--- config.mk ---
export PLATFORM = sky130hd
export DESIGN_NAME = uart8_transceiver
export DESIGN_NICKNAME = d
export VERILOG_FILES = /design/src/rtl/uart8_transceiver.sv
export SDC_FILE = /design/constraint.sdc
export NUM_CORES = 1
export LEC_CHECK = 0
export BUFFER_PORTS_ARGS = -buffer_cell sky130_fd_sc_hd__buf_2
export CAP_MARGIN = 20
export CORE_MARGIN = 5
export CORE_UTILIZATION = 63
export DETAILED_ROUTE_END_ITERATION = 12
export PLACE_DENSITY = 0.95
export SKIP_LAST_GASP = 1
export SLEW_MARGIN = 20
export SYNTH_ARGS = -nofsm -noshare
export SYNTH_HDL_FRONTEND = slang
export SYNTH_SLANG_ARGS = --single-unit
export TNS_END_PERCENT = 30
--- constraint.sdc ---
create_clock -name clk -period 4.2 [get_ports clk]
set_input_delay 0.84 -clock clk [delete_from_list [all_inputs] [get_ports clk]]
set_output_delay 0.84 -clock clk [all_outputs]
set_load 0.02 [all_outputs]
--- src/rtl/uart8_transceiver.sv ---
// uart8_transceiver: 8N1 UART with fixed baud rate.
// The receiver oversamples the line and samples each bit in the middle.
// The transmitter shifts one bit per baud tick.
// The rx and tx paths share only the clock and reset, so full duplex works.
`timescale 1ns/1ps

module uart8_transceiver #(
  parameter int CLOCK_RATE    = 12000000,
  parameter int BAUD_RATE     = 9600,
  parameter int RX_OVERSAMPLE = 16
) (
  input  logic       clk,
  input  logic       rst,
  input  logic       rxEn,
  input  logic       rx,
  output logic       rxBusy,
  output logic       rxDone,
  output logic       rxErr,
  output logic [7:0] out,
  input  logic       txEn,
  input  logic       txStart,
  input  logic [7:0] in,
  output logic       txBusy,
  output logic       txDone,
  output logic       tx
);

  localparam int RX_DIV   = CLOCK_RATE / (BAUD_RATE * RX_OVERSAMPLE);
  localparam int TX_DIV   = CLOCK_RATE / BAUD_RATE;
  localparam int RX_DIV_W = (RX_DIV > 1) ? $clog2(RX_DIV) : 1;
  localparam int TX_DIV_W = (TX_DIV > 1) ? $clog2(TX_DIV) : 1;
  localparam int SAMPLE_W = $clog2(RX_OVERSAMPLE);

  localparam logic [RX_DIV_W-1:0] RX_DIV_LAST = RX_DIV_W'(RX_DIV - 1);
  localparam logic [TX_DIV_W-1:0] TX_DIV_LAST = TX_DIV_W'(TX_DIV - 1);
  // The start bit is re-checked half a bit after the falling edge is seen.
  // That puts every later sample in the middle of its bit.
  localparam logic [SAMPLE_W-1:0] HALF_LAST = SAMPLE_W'(RX_OVERSAMPLE / 2 - 1);
  localparam logic [SAMPLE_W-1:0] FULL_LAST = SAMPLE_W'(RX_OVERSAMPLE - 1);

  typedef enum logic [1:0] {RX_IDLE, RX_START, RX_DATA, RX_STOP} rxStateT;
  typedef enum logic [2:0] {TX_IDLE, TX_LOAD, TX_START, TX_DATA, TX_STOP} txStateT;

  logic [RX_DIV_W-1:0] rxDivCntReg;
  logic [TX_DIV_W-1:0] txDivCntReg;
  logic                rxTick;
  logic                txTick;
  logic                rxMetaReg;
  logic                rxSyncReg;

  rxStateT             rxStateReg, rxStateNext;
  logic [SAMPLE_W-1:0] rxSampleReg, rxSampleNext;
  logic [2:0]          rxBitIdxReg, rxBitIdxNext;
  logic [7:0]          rxShiftReg, rxShiftNext;
  logic [7:0]          outReg, outNext;
  logic                rxDoneReg, rxDoneNext;
  logic                rxErrReg, rxErrNext;

  txStateT             txStateReg, txStateNext;
  logic [2:0]          txBitIdxReg, txBitIdxNext;
  logic [7:0]          txDataReg, txDataNext;
  logic                txLineReg, txLineNext;
  logic                txDoneReg, txDoneNext;

  assign rxTick = (rxDivCntReg == RX_DIV_LAST);
  assign txTick = (txDivCntReg == TX_DIV_LAST);

  // Free-running rx oversample divider, one-clock tick at wrap.
  always_ff @(posedge clk or posedge rst) begin
    if (rst)
      rxDivCntReg <= '0;
    else if (rxTick)
      rxDivCntReg <= '0;
    else
      rxDivCntReg <= rxDivCntReg + RX_DIV_W'(1);
  end

  // Free-running tx bit-rate divider, one-clock tick at wrap.
  always_ff @(posedge clk or posedge rst) begin
    if (rst)
      txDivCntReg <= '0;
    else if (txTick)
      txDivCntReg <= '0;
    else
      txDivCntReg <= txDivCntReg + TX_DIV_W'(1);
  end

  // Two-flop synchronizer on rx.
  // An unknown level counts as high, so it can never fake a start bit.
  always_ff @(posedge clk or posedge rst) begin
    if (rst) begin
      rxMetaReg <= 1'b1;
      rxSyncReg <= 1'b1;
    end else begin
      rxMetaReg <= (rx !== 1'b0);
      rxSyncReg <= rxMetaReg;
    end
  end

  // Receiver state registers.
  always_ff @(posedge clk or posedge rst) begin
    if (rst) begin
      rxStateReg  <= RX_IDLE;
      rxSampleReg <= '0;
      rxBitIdxReg <= '0;
      rxShiftReg  <= '0;
      outReg      <= '0;
      rxDoneReg   <= 1'b0;
      rxErrReg    <= 1'b0;
    end else begin
      rxStateReg  <= rxStateNext;
      rxSampleReg <= rxSampleNext;
      rxBitIdxReg <= rxBitIdxNext;
      rxShiftReg  <= rxShiftNext;
      outReg      <= outNext;
      rxDoneReg   <= rxDoneNext;
      rxErrReg    <= rxErrNext;
    end
  end

  // Receiver next state: start detect, mid-bit sampling, stop-bit check.
  always_comb begin
    rxStateNext  = rxStateReg;
    rxSampleNext = rxSampleReg;
    rxBitIdxNext = rxBitIdxReg;
    rxShiftNext  = rxShiftReg;
    outNext      = outReg;
    rxDoneNext   = 1'b0;
    rxErrNext    = 1'b0;
    if (!rxEn) begin
      // Disabling the receiver drops any frame in progress without reporting it.
      rxStateNext  = RX_IDLE;
      rxSampleNext = '0;
      rxBitIdxNext = '0;
    end else if (rxTick) begin
      case (rxStateReg)
        RX_IDLE: begin
          if (!rxSyncReg) begin
            rxStateNext  = RX_START;
            rxSampleNext = '0;
          end
        end
        RX_START: begin
          if (rxSampleReg == HALF_LAST) begin
            rxSampleNext = '0;
            rxBitIdxNext = '0;
            if (!rxSyncReg) begin
              rxStateNext = RX_DATA;
            end else begin
              rxStateNext = RX_IDLE;
              rxErrNext   = 1'b1;
            end
          end else begin
            rxSampleNext = rxSampleReg + SAMPLE_W'(1);
          end
        end
        RX_DATA: begin
          if (rxSampleReg == FULL_LAST) begin
            rxSampleNext              = '0;
            rxShiftNext[rxBitIdxReg]  = rxSyncReg;
            if (rxBitIdxReg == 3'd7)
              rxStateNext = RX_STOP;
            else
              rxBitIdxNext = rxBitIdxReg + 3'd1;
          end else begin
            rxSampleNext = rxSampleReg + SAMPLE_W'(1);
          end
        end
        RX_STOP: begin
          if (rxSampleReg == FULL_LAST) begin
            rxSampleNext = '0;
            rxStateNext  = RX_IDLE;
            if (rxSyncReg) begin
              outNext    = rxShiftReg;
              rxDoneNext = 1'b1;
            end else begin
              rxErrNext  = 1'b1;
            end
          end else begin
            rxSampleNext = rxSampleReg + SAMPLE_W'(1);
          end
        end
        default: rxStateNext = RX_IDLE;
      endcase
    end
  end

  assign rxBusy = (rxStateReg != RX_IDLE);
  assign rxDone = rxDoneReg;
  assign rxErr  = rxErrReg;
  assign out    = outReg;

  // Transmitter state registers.
  // The line is registered so tx never glitches.
  always_ff @(posedge clk or posedge rst) begin
    if (rst) begin
      txStateReg  <= TX_IDLE;
      txBitIdxReg <= '0;
      txDataReg   <= '0;
      txLineReg   <= 1'b1;
      txDoneReg   <= 1'b0;
    end else begin
      txStateReg  <= txStateNext;
      txBitIdxReg <= txBitIdxNext;
      txDataReg   <= txDataNext;
      txLineReg   <= txLineNext;
      txDoneReg   <= txDoneNext;
    end
  end

  // Transmitter next state.
  // A frame is accepted at any clock, then aligned to the next bit tick in LOAD.
  always_comb begin
    txStateNext  = txStateReg;
    txBitIdxNext = txBitIdxReg;
    txDataNext   = txDataReg;
    txDoneNext   = 1'b0;
    case (txStateReg)
      TX_IDLE: begin
        if (txEn && txStart) begin
          txDataNext  = in;
          txStateNext = TX_LOAD;
        end
      end
      TX_LOAD: begin
        if (txTick)
          txStateNext = TX_START;
      end
      TX_START: begin
        if (txTick) begin
          txStateNext  = TX_DATA;
          txBitIdxNext = '0;
        end
      end
      TX_DATA: begin
        if (txTick) begin
          if (txBitIdxReg == 3'd7)
            txStateNext = TX_STOP;
          else
            txBitIdxNext = txBitIdxReg + 3'd1;
        end
      end
      TX_STOP: begin
        if (txTick) begin
          txStateNext = TX_IDLE;
          txDoneNext  = 1'b1;
        end
      end
      default: txStateNext = TX_IDLE;
    endcase
    case (txStateNext)
      TX_START: txLineNext = 1'b0;
      TX_DATA:  txLineNext = txDataReg[txBitIdxNext];
      default:  txLineNext = 1'b1;
    endcase
  end

  assign txBusy = (txStateReg != TX_IDLE);
  assign txDone = txDoneReg;
  assign tx     = txLineReg;

endmodule

==> results of run 1 <==
-- sequential cells by signal (all words and copies together), names as in the netlist --
name,cells
rxMetaReg,1
rxBitIdxReg,3
rxSyncReg,1
rxDone,1
txDone,1
txBitIdxReg,3
txStateReg,3
rxStateReg,2
rxSampleReg,4
rxErr,1
txDivCntReg,11
rxShiftReg,8
rxDivCntReg,7
tx,1
txDataReg,8
out,8
-- worst max path at each step --
stage | startpoint | to | slack, ns | cells after the start
floorplan | rst | out[0] | 1.80 | 1
global placement | txBitIdxReg[0] | tx | 1.88 | 7
detailed placement | txBitIdxReg[0] | tx | 1.77 | 7
CTS | txBitIdxReg[0] | tx | 1.74 | 7
global route | rxDivCntReg[1] | out[6] | 1.61 | 8
finish | txBitIdxReg[0] | tx | 1.74 | 7
-- routing by layer --
layer  vias up  GRT usage, %
met2        51         32.91
met3        10         5.215
met5         -             0
met1      1016         26.15
met4         0         8.763
li1       1004             -
-- metrics by stage --
step / cell area [um2] / hold slack (ns) / std cells
detailed placement: 3211 / 0.3574 / 343
floorplan: 3030 / 0.3452 / 268
global route: 3453 / 0.3764 / 359
CTS: 3453 / 0.3696 / 359
global placement: 3211 / 0.3594 / 343
finish: 3453 / 0.3661 / 359
-- cell families (layout without fill, tap and decap cells) --
family                     after synthesis  after routing  synth area share (%)
AOI/OAI and AO/OA                       22             22                 5.533
DFF                                     63             63                 52.15
and+or+nand+nor                        111            111                 20.03
buffers and inverters                   15             52                 2.106
xor gates and xnor gates                14             14                 4.046
muxes                                   35             35                 12.84
adders and majority gates                8              8                 3.303
-- layout make-up --
class	count	share of cell area, %
inverter	7	0.7609
clock inverter	7	3.442
sequential	63	45.76
timing repair buffer	29	4.348
tap	54	1.957
multi-input combinational	190	40.14
clock buffer	9	3.587
-- cell usage in the layout (no fill, tap or decap), drive strengths merged, types with 2 or more instances in the layout --
cell type / synthesis / routed
a21oi: 2 / 2
a31oi: 4 / 4
and2: 6 / 6
and3: 8 / 8
and4: 2 / 2
buf: 4 / 29
bufinv: 0 / 3
clkbuf: 4 / 9
clkinvlp: 0 / 2
dfrtp: 60 / 60
dfstp: 3 / 3
ha: 8 / 8
inv: 7 / 8
mux2: 28 / 28
mux2i: 7 / 7
nand2: 26 / 26
nand2b: 3 / 3
nand3: 13 / 13
nand3b: 3 / 3
nand4: 4 / 4
nor2: 24 / 24
nor2b: 6 / 6
nor3: 5 / 5
nor3b: 4 / 4
o21ai: 5 / 5
o31ai: 3 / 3
xnor2: 9 / 9
xor2: 5 / 5
-- where the power goes --
group	leakage (nW)	switching, mW	internal, mW
registers	0.820	0.0289	0.649
clock network	0.116	0.245	0.395
logic	0.678	0.0408	0.0545
total	1.61	0.314	1.10
-- worst max-delay path: cells and delay by family, from the launching register on --
| family | cells | cell delay, ns |
|---|---|---|
| flip-flops | 1 | 0.48 |
| multiplexers | 1 | 0.32 |
| AND/OR/NAND/NOR | 1 | 0.39 |
| adder cells (fa/ha/maj) | 1 | 0.28 |
| AO/OA/AOI/OAI | 4 | 0.92 |
==> impl_metrics.prom, run 1 <==
# TYPE chip_impl_metric gauge
chip_impl_info{name="timing.hold.worst.start",value="rxMetaReg"} 1
chip_impl_metric{name="pre_cts_ws",unit="ns"} 1.768
chip_impl_metric{name="worst-r2r-cell-count",unit=""} 7
chip_impl_metric{name="cts_max_path_buffers",unit=""} 2
chip_impl_metric{name="vias",unit=""} 2081
chip_impl_metric{name="final_min_period_over_clock_period",unit="%"} 58.62
chip_impl_metric{name="violation_count_after_the_first_detailed_routing_iteration",unit=""} 130
chip_impl_metric{name="report.power.total",unit="mW"} 1.413
chip_impl_metric{name="die_h",unit="um"} 79.36
chip_impl_metric{name="worst_clock_skew",unit="ns"} 0.007798
chip_impl_metric{name="p_leak",unit="nW"} 1.614
chip_impl_metric{name="initial_standard_cell_utilization_of_the_core",unit="%"} 64.59
chip_impl_info{name="synth_flop_cell",value="dfrtp_1"} 1
chip_impl_info{name="critPathCaptureType",value="flip-flop"} 1
chip_impl_metric{name="worst-endpoint-required",unit="ns"} 4.47
chip_impl_info{name="synth_top_cells_by_count",value="60 x dfrtp_1, 27 x mux2_2, 26 x nand2_1"} 1
chip_impl_metric{name="sequential_cell_area",unit="um2"} 1580
chip_impl_metric{name="whs_path_depth",unit=""} 0
chip_impl_info{name="outcome",value="completed"} 1
chip_impl_metric{name="cts_inserted_buffers",unit=""} 9
chip_impl_metric{name="setup_slack",unit="ns"} 1.738
chip_impl_metric{name="grt-ovfl-total",unit=""} 0
chip_impl_info{name="synth.top_cells.by_area",value="dfrtp_1 50%, mux2_2 10%, ha_1 3.3%"} 1
chip_impl_info{name="timing.rr.end",value="tx"} 1
chip_impl_metric{name="synth.top_cell.area_share",unit="%"} 49.55
chip_impl_metric{name="max_clock_freq",unit="MHz"} 406.2
chip_impl_metric{name="htreeDepth",unit=""} 3
chip_impl_metric{name="areaGrowthSynthToFinish",unit="%"} 13.96
chip_impl_info{name="min_delay_worst_endpoint",value="rxSyncReg"} 1
chip_impl_metric{name="placementRows",unit=""} 25
chip_impl_metric{name="wl_per_cell",unit="um"} 15.21
chip_impl_metric{name="setup-tns-final",unit="ns"} 0
chip_impl_metric{name="ant_nets",unit=""} 0
chip_impl_metric{name="core-area",unit="um2"} 4692
chip_impl_metric{name="fin_nets",unit=""} 322
chip_impl_info{name="critical_path_source_type",value="flip-flop"} 1
chip_impl_metric{name="worstPathArrival",unit="ns"} 2.73
chip_impl_info{name="crit_chain",value="ha_1 > a21boi_0 > a41oi_1 > a31oi_4 > mux2_4 > or3b_1 > a32o_1"} 1
chip_impl_info{name="tritoncts",value="done"} 1
chip_impl_metric{name="synth_area_per_inst",unit="um2"} 11.31
chip_impl_metric{name="power-per-cell-area",unit="nW/um2"} 409.2
chip_impl_info{name="top_signal_layer_used",value="met4"} 1
chip_impl_info{name="worst_r2r_startpoint",value="txBitIdxReg[0]"} 1
chip_impl_metric{name="clk_pin_slew",unit="ns"} 0.07
chip_impl_metric{name="drt_first_pass_iters",unit=""} 4
chip_impl_metric{name="final_core_util",unit="%"} 73.60
chip_impl_metric{name="port_buffers",unit=""} 27
chip_impl_metric{name="max-slew-margin-rel",unit="%"} 53.08
chip_impl_metric{name="async_reset_ff_share",unit="%"} 100.0
chip_impl_metric{name="met3_length",unit="um"} 277
chip_impl_metric{name="clkLatencyLatePin",unit="ns"} 0.34
chip_impl_metric{name="insertedDiodeCount",unit=""} 0
chip_impl_metric{name="cts_setup_buffers",unit=""} 0
chip_impl_metric{name="ys_ff_latch",unit=""} 63
chip_impl_metric{name="syn_inst",unit=""} 268
chip_impl_metric{name="r2r_slack",unit="ns"} 1.74
chip_impl_metric{name="final-hold-violation-count",unit=""} 0
chip_impl_metric{name="grt.total_usage",unit="%"} 20.43
chip_impl_metric{name="synth_enable_flop_cells",unit=""} 0
chip_impl_metric{name="m1WireLength",unit="um"} 2311
chip_impl_metric{name="chipWidth",unit="um"} 79.36
chip_impl_metric{name="dpl.hpwl",unit="um"} 3896
chip_impl_metric{name="worst_pin_slew",unit="ns"} 0.7012
chip_impl_metric{name="fp.dieArea",unit="um2"} 6297
chip_impl_metric{name="cap_viol_max_count",unit=""} 0
chip_impl_info{name="path_type_of_the_worst_min_delay_path",value="reg -> reg"} 1
chip_impl_metric{name="antenna_found_initial",unit=""} 0
chip_impl_metric{name="wirelength",unit="um"} 5462
chip_impl_info{name="timing.setup.critical_path_class",value="reg -> reg"} 1
chip_impl_metric{name="via_per_inst",unit=""} 5.797
chip_impl_metric{name="report.final.slew_viol_count",unit=""} 0
chip_impl_metric{name="finalWeightedCongestion",unit=""} 0.8123
chip_impl_metric{name="grt_pass1_wl",unit="um"} 9915
chip_impl_info{name="rsz0062_at_grt",value="false"} 1
chip_impl_metric{name="cts.hold.buffers_added",unit=""} 0
chip_impl_metric{name="cts.sinks",unit=""} 63
chip_impl_metric{name="filler_cell_count",unit=""} 328
chip_impl_metric{name="netlist-cell-type-count",unit=""} 46
chip_impl_metric{name="final_period_minus_worst_setup_slack",unit="ns"} 2.462
chip_impl_info{name="synth.most_common_cell",value="dfrtp_1"} 1
chip_impl_metric{name="vdd_drop_max",unit="V"} 0.0003430
chip_impl_metric{name="timing.critical_path.slowest_cell_delay",unit="ns"} 0.48
chip_impl_metric{name="mappedNetlistNets",unit=""} 290
chip_impl_metric{name="cts.repair.resized",unit=""} 0
chip_impl_metric{name="count_of_unresolved_drc_violations_after_routing",unit=""} 0
chip_impl_metric{name="worstPathMaxFanout",unit=""} 7
chip_impl_metric{name="setup-violations-final",unit=""} 0
chip_impl_metric{name="floorplan.io_pins",unit=""} 28
chip_impl_metric{name="part_of_the_yosys_area_used_for_sequential_elements",unit="%"} 52.15
chip_impl_metric{name="multi_input_area",unit="um2"} 1386
chip_impl_metric{name="layout_cell_share_with_drive_strength_beyond_1",unit="%"} 27.21
chip_impl_metric{name="yosys_warnings",unit=""} 0
chip_impl_metric{name="met2_layer_wire_length_in_the_routed_design",unit="um"} 2790
chip_impl_info{name="cp_slowest_cell",value="dfrtp_1"} 1
chip_impl_info{name="clk_root_buffer_cell",value="clkbuf_8"} 1
chip_impl_metric{name="first_global_vias",unit=""} 2147
chip_impl_metric{name="grt_max_degree",unit=""} 40
chip_impl_info{name="synth_top_cell_by_area",value="dfrtp_1"} 1
chip_impl_metric{name="syn_area",unit="um2"} 3030
Power figures use the tool's default switching activity.
==> run 2: changes to the inputs <==
--- a/config.mk
+++ b/config.mk
@@ -8,9 +8,9 @@
 export BUFFER_PORTS_ARGS = -buffer_cell sky130_fd_sc_hd__buf_2
 export CAP_MARGIN = 20
 export CORE_MARGIN = 5
-export CORE_UTILIZATION = 63
+export CORE_UTILIZATION = 53
 export DETAILED_ROUTE_END_ITERATION = 12
-export PLACE_DENSITY = 0.95
+export PLACE_DENSITY = 0.86
 export SKIP_LAST_GASP = 1
 export SLEW_MARGIN = 20
 export SYNTH_ARGS = -nofsm -noshare
==> constraint.sdc (replaced) <==
create_clock -name clk -period 2 [get_ports clk]
set_input_delay 0.4 -clock clk [delete_from_list [all_inputs] [get_ports clk]]
set_output_delay 0.4 -clock clk [all_outputs]
set_load 0.02 [all_outputs]
==> impl_metrics.prom, run 2 (synthesis results as in run 1) <==
# TYPE chip_impl_metric gauge
chip_impl_info{name="outcome",value="finished with violations"} 1
chip_impl_info{name="violations",value="setup timing"} 1
chip_impl_metric{name="final_period_minus_worst_setup_slack",unit="ns"} 2.215
chip_impl_metric{name="worstPathMaxFanout",unit=""} 5
chip_impl_metric{name="worst-endpoint-required",unit="ns"} 2.27
chip_impl_metric{name="grtUsageMet2",unit="%"} 29.87
chip_impl_metric{name="die_h",unit="um"} 85.62
chip_impl_metric{name="setup_slack",unit="ns"} -0.2152
chip_impl_metric{name="cts_max_path_buffers",unit=""} 2
chip_impl_metric{name="switching_power",unit="uW"} 647.4
chip_impl_metric{name="wirelength",unit="um"} 5818
chip_impl_metric{name="via_per_inst",unit=""} 5.389
chip_impl_info{name="timing.setup.critical_path_class",value="reg -> reg"} 1
chip_impl_metric{name="worst_pin_slew",unit="ns"} 0.4083
chip_impl_metric{name="setup-violations-final",unit=""} 9
chip_impl_metric{name="htreeDepth",unit=""} 3
chip_impl_info{name="critPathCaptureType",value="flip-flop"} 1
chip_impl_metric{name="report.final.slew_viol_count",unit=""} 0
chip_impl_metric{name="vdd_drop_max",unit="V"} 0.0005625
chip_impl_metric{name="worst-r2r-cell-count",unit=""} 8
chip_impl_metric{name="grt_pass1_wl",unit="um"} 10140
chip_impl_metric{name="layout_cell_share_with_drive_strength_beyond_1",unit="%"} 39.19
chip_impl_metric{name="finalWeightedCongestion",unit=""} 0.9268
chip_impl_metric{name="core-area",unit="um2"} 5540
chip_impl_info{name="clk_root_buffer_cell",value="clkbuf_8"} 1
chip_impl_metric{name="fin_nets",unit=""} 364
chip_impl_info{name="layout.cells.most_common_list",value="59 x dfrtp_1, 41 x buf_4, 27 x buf_2"} 1
chip_impl_metric{name="initial_standard_cell_utilization_of_the_core",unit="%"} 54.70
chip_impl_metric{name="placementRows",unit=""} 27
chip_impl_metric{name="grt.total_usage",unit="%"} 17.36
chip_impl_metric{name="report.power.total",unit="mW"} 2.703
chip_impl_metric{name="sw_frac_of_total",unit="%"} 23.95
chip_impl_info{name="most_frequent_standard_cell_in_the_layout_excluding_fill_and_tap_cells",value="dfrtp_1"} 1
chip_impl_info{name="critical_path_source_type",value="flip-flop"} 1
chip_impl_metric{name="r2r_slack",unit="ns"} -0.22
chip_impl_metric{name="final_area",unit="um2"} 3841
chip_impl_info{name="worst_r2r_startpoint",value="txDivCntReg[1]"} 1
chip_impl_metric{name="chipWidth",unit="um"} 85.62
chip_impl_metric{name="dpl.hpwl",unit="um"} 4044
chip_impl_metric{name="count_of_unresolved_drc_violations_after_routing",unit=""} 0
chip_impl_metric{name="max-slew-margin-rel",unit="%"} 72.59
chip_impl_metric{name="met1_routing_resource_usage_after_global_routing",unit="%"} 20.11
chip_impl_metric{name="cap_viol_max_count",unit=""} 0
chip_impl_metric{name="internal_power",unit="mW"} 2.056
chip_impl_metric{name="setup-tns-final",unit="ns"} -0.3969
chip_impl_metric{name="drt_first_pass_iters",unit=""} 4
chip_impl_metric{name="areaGrowthSynthToFinish",unit="%"} 26.75
chip_impl_metric{name="clkLatencyLatePin",unit="ns"} 0.34
chip_impl_metric{name="cts_inserted_buffers",unit=""} 9
chip_impl_metric{name="power.share.combinational",unit="%"} 8.0
chip_impl_info{name="rsz0062_at_grt",value="true"} 1
chip_impl_metric{name="groute.layer.met3.usage",unit="%"} 4.131
chip_impl_metric{name="violation_count_after_the_first_detailed_routing_iteration",unit=""} 73
chip_impl_metric{name="final-hold-violation-count",unit=""} 0
chip_impl_metric{name="seq_power_share",unit="%"} 52.5
chip_impl_metric{name="cts.sinks",unit=""} 63
chip_impl_metric{name="place_area",unit="um2"} 3517
chip_impl_metric{name="grt_max_degree",unit=""} 64
chip_impl_info{name="busiest_layer",value="met2"} 1
chip_impl_metric{name="clockPowerShare",unit="%"} 39.5
chip_impl_info{name="path_type_of_the_worst_min_delay_path",value="in -> async"} 1
chip_impl_metric{name="grt-ovfl-total",unit=""} 0
chip_impl_metric{name="final_core_util",unit="%"} 69.33
chip_impl_metric{name="port_buffers",unit=""} 27
chip_impl_info{name="timing.rr.end",value="tx"} 1
chip_impl_metric{name="worstPathArrival",unit="ns"} 2.49
chip_impl_metric{name="pre_cts_ws",unit="ns"} -0.2110
chip_impl_metric{name="fp.dieArea",unit="um2"} 7330
chip_impl_metric{name="wl_per_cell",unit="um"} 13.89
chip_impl_metric{name="ant_nets",unit=""} 0
chip_impl_info{name="tritoncts",value="done"} 1
chip_impl_metric{name="insertedDiodeCount",unit=""} 0
chip_impl_info{name="largest-register",value="txDivCntReg"} 1
chip_impl_metric{name="antenna_found_initial",unit=""} 0
chip_impl_metric{name="clk_pin_slew",unit="ns"} 0.07
chip_impl_metric{name="power-per-cell-area",unit="nW/um2"} 703.8
chip_impl_metric{name="vias",unit=""} 2258
chip_impl_metric{name="first_global_vias",unit=""} 2382
chip_impl_metric{name="final_min_period_over_clock_period",unit="%"} 110.8
chip_impl_metric{name="largest_register_ff_count",unit=""} 11
chip_impl_metric{name="p_leak",unit="nW"} 1.832
chip_impl_metric{name="floorplan.io_pins",unit=""} 28
chip_impl_metric{name="max_clock_freq",unit="MHz"} 451.4
chip_impl_metric{name="worst_clock_skew",unit="ns"} 0.01011
run 2: cell count changes in the layout (fill, tap and decap cells not counted), sizes merged:
cell	change
clkinv	+1
bufinv	-2
clkbuf	+1
clkinvlp	+1
inv	-1
buf	+42
run 2: through the flow:
step                      hold slack, ns  std cells
after floorplan                   0.3452        268
after global placement            0.3470        393
after detailed placement          0.3484        393
after CTS                         0.1174        415
after global routing              0.1270        419
final                             0.1155        419
run 2: per-layer routing:
metal  vias up  part of all wire (%)
met5         -                     0
met4         0                   2.4
met3        14                   4.2
met2        58                    50
met1      1096                    43
li1       1090                     -
run 2: worst max-delay path by stage:
stage	startpoint	endpoint	slack, ns	depth (start not counted)
after CTS	txDivCntReg[1]	tx	-0.21	8
after detailed placement	txDivCntReg[1]	tx	-0.21	8
after global routing	txDivCntReg[1]	tx	-0.30	8
final	txDivCntReg[1]	tx	-0.22	8
after floorplan	txDivCntReg[1]	tx	-0.16	8
after global placement	txDivCntReg[1]	tx	-0.13	8
run 2: layout make-up:
cell class                      instances  area, um2
Tap cell                               72      90.09
Inverter                                7      26.28
Sequential cell                        63       1582
Clock buffer                           10      127.6
Clock inverter                          6      62.56
Multi-Input combinational cell        190       1459
Timing Repair Buffer                   71      494.2
Fill cell                             386       1699
run 2: power by group through the flow:
stage          sequential, mW  clock, mW  combinational [mW]
2_1_floorplan            1.42          0               0.167
3_3_place_gp             1.44          0               0.207
3_5_place_dp             1.44          0               0.216
4_1_cts                  1.42       1.10               0.218
5_1_grt                  1.44       1.17               0.243
6_report                 1.42       1.07               0.215
run 2: what timing repair did:
item                       in CTS  in global routing
resized for setup               7                  6
pin swaps                       5                  5
hold buffers                    0                  0
setup endpoints to repair      20                 21
buffers inserted                6                  4
run 2: critical path, stage by stage (launching register included):
cell and delay (ns):
dfrtp_1 0.37, inv_1 0.06, ha_1 0.14, nor4b_4 0.28, and3_4 0.29, a31oi_4 0.10
mux2_4 0.30, or3b_1 0.37, a32o_1 0.23
